File: src/rtl/shared_debounce_scheduler.sv
// Time-shared key debouncer: a scan FSM visits one channel per cycle after each
// divider tick, filters it through a shared counter datapath and queues edge events.
module shared_debounce_scheduler #(
    parameter int CLOCK_HZ           = 12_000_000,
    parameter int SCAN_HZ            = 100_000,
    parameter int NUM_KEYS           = 8,
    parameter int FILTER_COUNTER_MAX = 3,
    parameter int EVENT_FIFO_DEPTH   = 4
) (
    input  logic                        clock,
    input  logic                        reset,
    input  logic [NUM_KEYS-1:0]         async_in,
    output logic [NUM_KEYS-1:0]         sync_out,
    output logic                        event_valid,
    input  logic                        event_ready,
    output logic [$clog2(NUM_KEYS)-1:0] event_key,
    output logic                        event_pressed,
    output logic                        overflow,
    input  logic                        clear_overflow,
    output logic                        scan_active_o
);

    localparam int DIV  = CLOCK_HZ / SCAN_HZ;
    localparam int KW   = $clog2(NUM_KEYS);
    localparam int CW   = $clog2(FILTER_COUNTER_MAX + 1);
    localparam int DIVW = $clog2(DIV);
    localparam int AW   = $clog2(EVENT_FIFO_DEPTH);
    localparam int EW   = KW + 1;

    if (DIV <= NUM_KEYS + 1) begin : g_div_check
        $error("shared_debounce_scheduler: DIV must exceed NUM_KEYS+1");
    end

    typedef enum logic {IDLE, SCAN} state_t;

    logic [NUM_KEYS-1:0] meta_q, sync_q, level_q;
    logic [DIVW-1:0]     div_q;
    state_t              state_q;
    logic [KW-1:0]       idx_q;
    logic [CW-1:0]       cnt_q [NUM_KEYS];
    logic [EW-1:0]       mem_q [EVENT_FIFO_DEPTH];
    logic [AW:0]         wr_q, rd_q;
    logic                ovf_q;

    logic          tick, visit, cur_s, cur_lvl, flip;
    logic [CW:0]   cnt_inc;
    logic          fifo_empty, fifo_full, pop, push_ok, drop;

    always_comb begin
        tick    = (div_q == DIVW'(DIV - 1));
        visit   = (state_q == SCAN);
        cur_s   = sync_q[idx_q];
        cur_lvl = level_q[idx_q];
        cnt_inc = {1'b0, cnt_q[idx_q]} + 1'b1;
        flip    = visit && (cur_s != cur_lvl) && (cnt_inc == (CW+1)'(FILTER_COUNTER_MAX));
    end

    // Stream: an event transfers in any cycle with event_valid && event_ready;
    // the head stays put otherwise. A push into a full queue survives only if
    // the head leaves in that same cycle, else it is dropped and flagged.
    always_comb begin
        fifo_empty = (wr_q == rd_q);
        fifo_full  = (wr_q[AW] != rd_q[AW]) && (wr_q[AW-1:0] == rd_q[AW-1:0]);
        pop        = !fifo_empty && event_ready;
        push_ok    = flip && (!fifo_full || pop);
        drop       = flip && fifo_full && !pop;
    end

    assign sync_out      = level_q;
    assign event_valid   = !fifo_empty;
    assign {event_key, event_pressed} = fifo_empty ? '0 : mem_q[rd_q[AW-1:0]];
    assign overflow      = ovf_q;
    assign scan_active_o = (state_q == SCAN);

    always_ff @(posedge clock) begin
        if (reset) begin
            div_q   <= '0;
            state_q <= IDLE;
            idx_q   <= '0;
        end else begin
            div_q <= tick ? '0 : div_q + 1'b1;
            case (state_q)
                IDLE: begin
                    if (tick) begin
                        state_q <= SCAN;
                        idx_q   <= '0;
                    end
                end
                SCAN: begin
                    if (idx_q == KW'(NUM_KEYS - 1)) begin
                        state_q <= IDLE;
                        idx_q   <= '0;
                    end else begin
                        idx_q <= idx_q + 1'b1;
                    end
                end
                default: state_q <= IDLE;
            endcase
        end
    end

    always_ff @(posedge clock) begin
        if (reset) begin
            meta_q  <= '0;
            sync_q  <= '0;
            level_q <= '0;
            wr_q    <= '0;
            rd_q    <= '0;
            ovf_q   <= 1'b0;
            for (int i = 0; i < NUM_KEYS; i++) cnt_q[i] <= '0;
            for (int j = 0; j < EVENT_FIFO_DEPTH; j++) mem_q[j] <= '0;
        end else begin
            meta_q <= async_in;
            sync_q <= meta_q;
            if (visit) begin
                if (cur_s == cur_lvl) begin
                    cnt_q[idx_q] <= '0;
                end else if (flip) begin
                    level_q[idx_q] <= cur_s;
                    cnt_q[idx_q]   <= '0;
                end else begin
                    cnt_q[idx_q] <= cnt_inc[CW-1:0];
                end
            end
            if (push_ok) begin
                mem_q[wr_q[AW-1:0]] <= {idx_q, cur_s};
                wr_q                <= wr_q + 1'b1;
            end
            if (pop) rd_q <= rd_q + 1'b1;
            // A drop in the same cycle as a clear leaves the flag set.
            ovf_q <= drop | (ovf_q & ~clear_overflow);
        end
    end

endmodule

File: config.mk
export PLATFORM = sky130hd
export DESIGN_NAME = shared_debounce_scheduler
export DESIGN_NICKNAME = d
export VERILOG_FILES = /design/src/rtl/shared_debounce_scheduler.sv
export SDC_FILE = /design/constraint.sdc
export NUM_CORES = 1
export LEC_CHECK = 0
export BUFFER_PORTS_ARGS = -buffer_cell sky130_fd_sc_hd__buf_2
export CORE_ASPECT_RATIO = 0.9
export CORE_MARGIN = 2
export CORE_UTILIZATION = 64
export DETAILED_ROUTE_END_ITERATION = 10
export PLACE_DENSITY = 0.95
export SYNTH_ARGS = -nofsm -noshare
export SYNTH_HDL_FRONTEND = slang
export SYNTH_SLANG_ARGS = --single-unit
File: constraint.sdc
create_clock -name clock -period 5 [get_ports clock]
set_input_delay 0.5 -clock clock [delete_from_list [all_inputs] [get_ports clock]]
set_output_delay 0.5 -clock clock [all_outputs]
set_load 0.01 [all_outputs]
==> results_dict.tcl <==
set metrics [dict create \
    status "complete, no violations" \
    yosysUniqueCellTypes 47 \
    dr.first_iter.drc_count 403 \
    hold_buffers 0 \
    clkSlewWorstSetupHoldPaths_ns 0.07 \
    power_frac_comb_pct 4.3 \
    seq_power_share_pct 57.1 \
    gp_congestion 0.955 \
    initial_core_util_pct 67.1 \
    grt_start_max_net_pins 62 \
    path_class "reg2reg" \
    worst_path_largest_cell_delay_ns 0.55 \
    crit_path_end_kind "flop" \
    clock_latency_ns 0.35 \
    grt_usage_pct 25.4 \
    ys_ff_latch 79 \
    drcViolationCount 0 \
    first_pass_iters 6 \
    postCtsSetupBuffers 0 \
    vias 2531 \
    pwr-share-clk_pct 38.6 \
    synthXorXnorAreaFrac_pct 2.22 \
    power.density_nw_per_um2 313 \
    netlist.area_leader.share_pct 27.1 \
    final.setup.tns_ns 0 \
    cp_data_arrival_time_ns 3.13 \
    avgViaCountPerCell 6.10 \
    switchingPower_mw 0.253 \
    layout_commonest_cell "dfxtp_1" \
    root_buffer "clkbuf_8" \
    synthCells 326 \
    post_cts_resized 0 \
    layout_common_cells "47 x dfxtp_1, 34 x nor2_1, 32 x edfxtp_1" \
    die_area_um2 6150 \
    antenna_found_initial 0 \
    drive_gt1_share_pct 19.5 \
    setup_viol 0 \
    synth_edf_count 32 \
    dp_hpwl_mm 4.64 \
    cp_max_fo 12 \
    min_period_ns 3.07 \
    boundaryPins 27 \
    syn-num-nets 344 \
    hp-start "async_in[4]" \
    p_int_mw 0.960 \
    slowest_stage "mux4_2" \
    vdd_drop_max_mv 0.255 \
    cts_tree "built" \
    synth_compound_area_share_pct 10.5 \
    port_buffers 26 \
    cp.buffers_inverters 0 \
    p_total_mw 1.21 \
    worst_pin_slew_ns 1.03 \
    fp.dieH_um 74.6 \
    overflow 0 \
    grt_pass1_wl_mm 11.3 \
    fin_skew_ns 0.00894 \
    synth.area.mux_share_pct 8.72 \
    swShare_pct 20.8 \
    path_delay_family "multiplexers" \
    slew_headroom_pct 31.6 \
    clock_path_buffers 2 \
    critPathRequiredTime_ns 5.06 \
    synthAdderAreaFrac_pct 2.12 \
    wl_mm 6.92 \
    leakage_nw 1.45 \
    grt_pass1_vias 2330 \
    antenna-diode-count 0 \
    clock-sinks 79 \
    maxSlewViolCount 0 \
    ant_nets 0 \
    rows 25 \
    synthSimpleGateAreaFrac_pct 19.5 \
    die_width_um 82.5 \
    nets 361 \
    post_drt_wl_per_cell_um 16.7 \
    fmax_mhz 326 \
    htree_levels 3 \
    syn_to_final_growth_pct 9.25 \
    setup.worst_path.start_class "flop" \
    synth_ff_type "dfxtp_1" \
    fin_crit_sh_pct 61.4 \
    avgSynthCellArea_um2 10.9 \
    drv_cap 0 \
    synth.area.top_cells "edfxtp_1 27%, dfxtp_1 27%, mux4_2 5.1%" \
    crit_path_cell_trace "mux4_2 > mux2i_1 > ha_1 > nand2_1 > nor2_1 > o21a_1 > a31o_2" \
    synth_top_family_by_area "simple AND/OR/NAND/NOR gates" \
    netlist_area_um2 3550 \
    cts_buffers 9 \
    yosysTopAreaCell "edfxtp_1" \
    core_um2 5290 \
    hp-class "in2reg" \
    synthArstFlopShare_pct 0 \
    hold_violations 0 \
    rsz0062_at_grt "false" \
    synth-seq-area-share_pct 53.6 \
    ys_warn_count 0 \
]
==> power by group through the flow <==
stage / Clock (mW) / Combinational [mW] / Sequential, mW
after global routing: 0.498 / 0.0582 / 0.694
after global placement: 0 / 0.0490 / 0.706
after floorplan: 0 / 0.0390 / 0.705
after detailed placement: 0 / 0.0511 / 0.707
final: 0.468 / 0.0525 / 0.692
after CTS: 0.480 / 0.0518 / 0.692
==> sequential cells by signal, indices dropped and copies added, names as in the netlist, named ones only <==
signal	count
sync_out	8
idx_q	3
meta_q	8
div_q	7
mem_q	16
overflow	1
sync_q	8
cnt_q	16
wr_q	3
rd_q	3
scan_active_o	1
==> kinds of logic (layout without fill, tap and decap cells) <==
logic type / Yosys count / after routing
and+or+nand+nor: 135 / 135
AOI/OAI and AO/OA: 52 / 52
DFF: 79 / 79
muxes: 19 / 19
adders and majority gates: 6 / 6
xor gates and xnor gates: 9 / 9
buffers and inverters: 26 / 48
==> synth_stat cells (8+ instances only) <==
master    count
a21oi_1      15
edfxtp_1     32
clkbuf_1     14
nor2_1       34
nor2b_1      20
nand3_1       9
mux4_2        8
nor3_1       17
dfxtp_1      47
nand2b_1      8
a31o_2        8
nand2_1      18
o21ai_0       9
==> metrics by stage <==
stage	area (um^2)	instances	hold WS, ns	utilization, %	setup slack, ns
floorplan	3550	326	0.414	-	2.67
global placement	3670	399	0.417	69.4	2.19
detailed placement	3670	399	0.424	69.4	2.01
CTS	3870	415	0.341	73.3	1.97
global route	3870	415	0.360	73.3	1.70
finish	3870	415	0.357	73.3	1.93
==> final cells by class <==
cell class / count / area, um^2
sequential: 79 / 1900
clock buffer: 14 / 195
inverter: 5 / 18.8
timing repair buffer: 27 / 138
tap: 67 / 83.8
multi-input combinational: 221 / 1530
fill: 365 / 1410
clock inverter: 2 / 8.76
==> worst reg2reg max path: stages (launching register included) <==
cell and delay (ns):
dfxtp_1 0.47, mux4_2 0.55, mux2i_1 0.27, ha_1 0.31, nand2_1 0.28, nor2_1 0.25
o21a_1 0.38, a31o_2 0.27
==> path summary, 6_finish.rpt <==
check,slack [ns],endpoint,depth (start not counted)
max,1.93,mem_q[1][3],7
min,0.36,meta_q[4],2
max reg2reg,1.93,mem_q[1][3],7
min reg2reg,0.44,sync_q[7],1
==> per-layer routing <==
metal,up-vias,share of wire [%],global-route usage (%)
met2,137,49,40.1
li1,1216,-,-
met4,0,2.3,9.07
met3,22,7.1,8.39
met1,1156,41,33.1
met5,-,0,0
No activity file was read; power rests on OpenSTA's default activity.
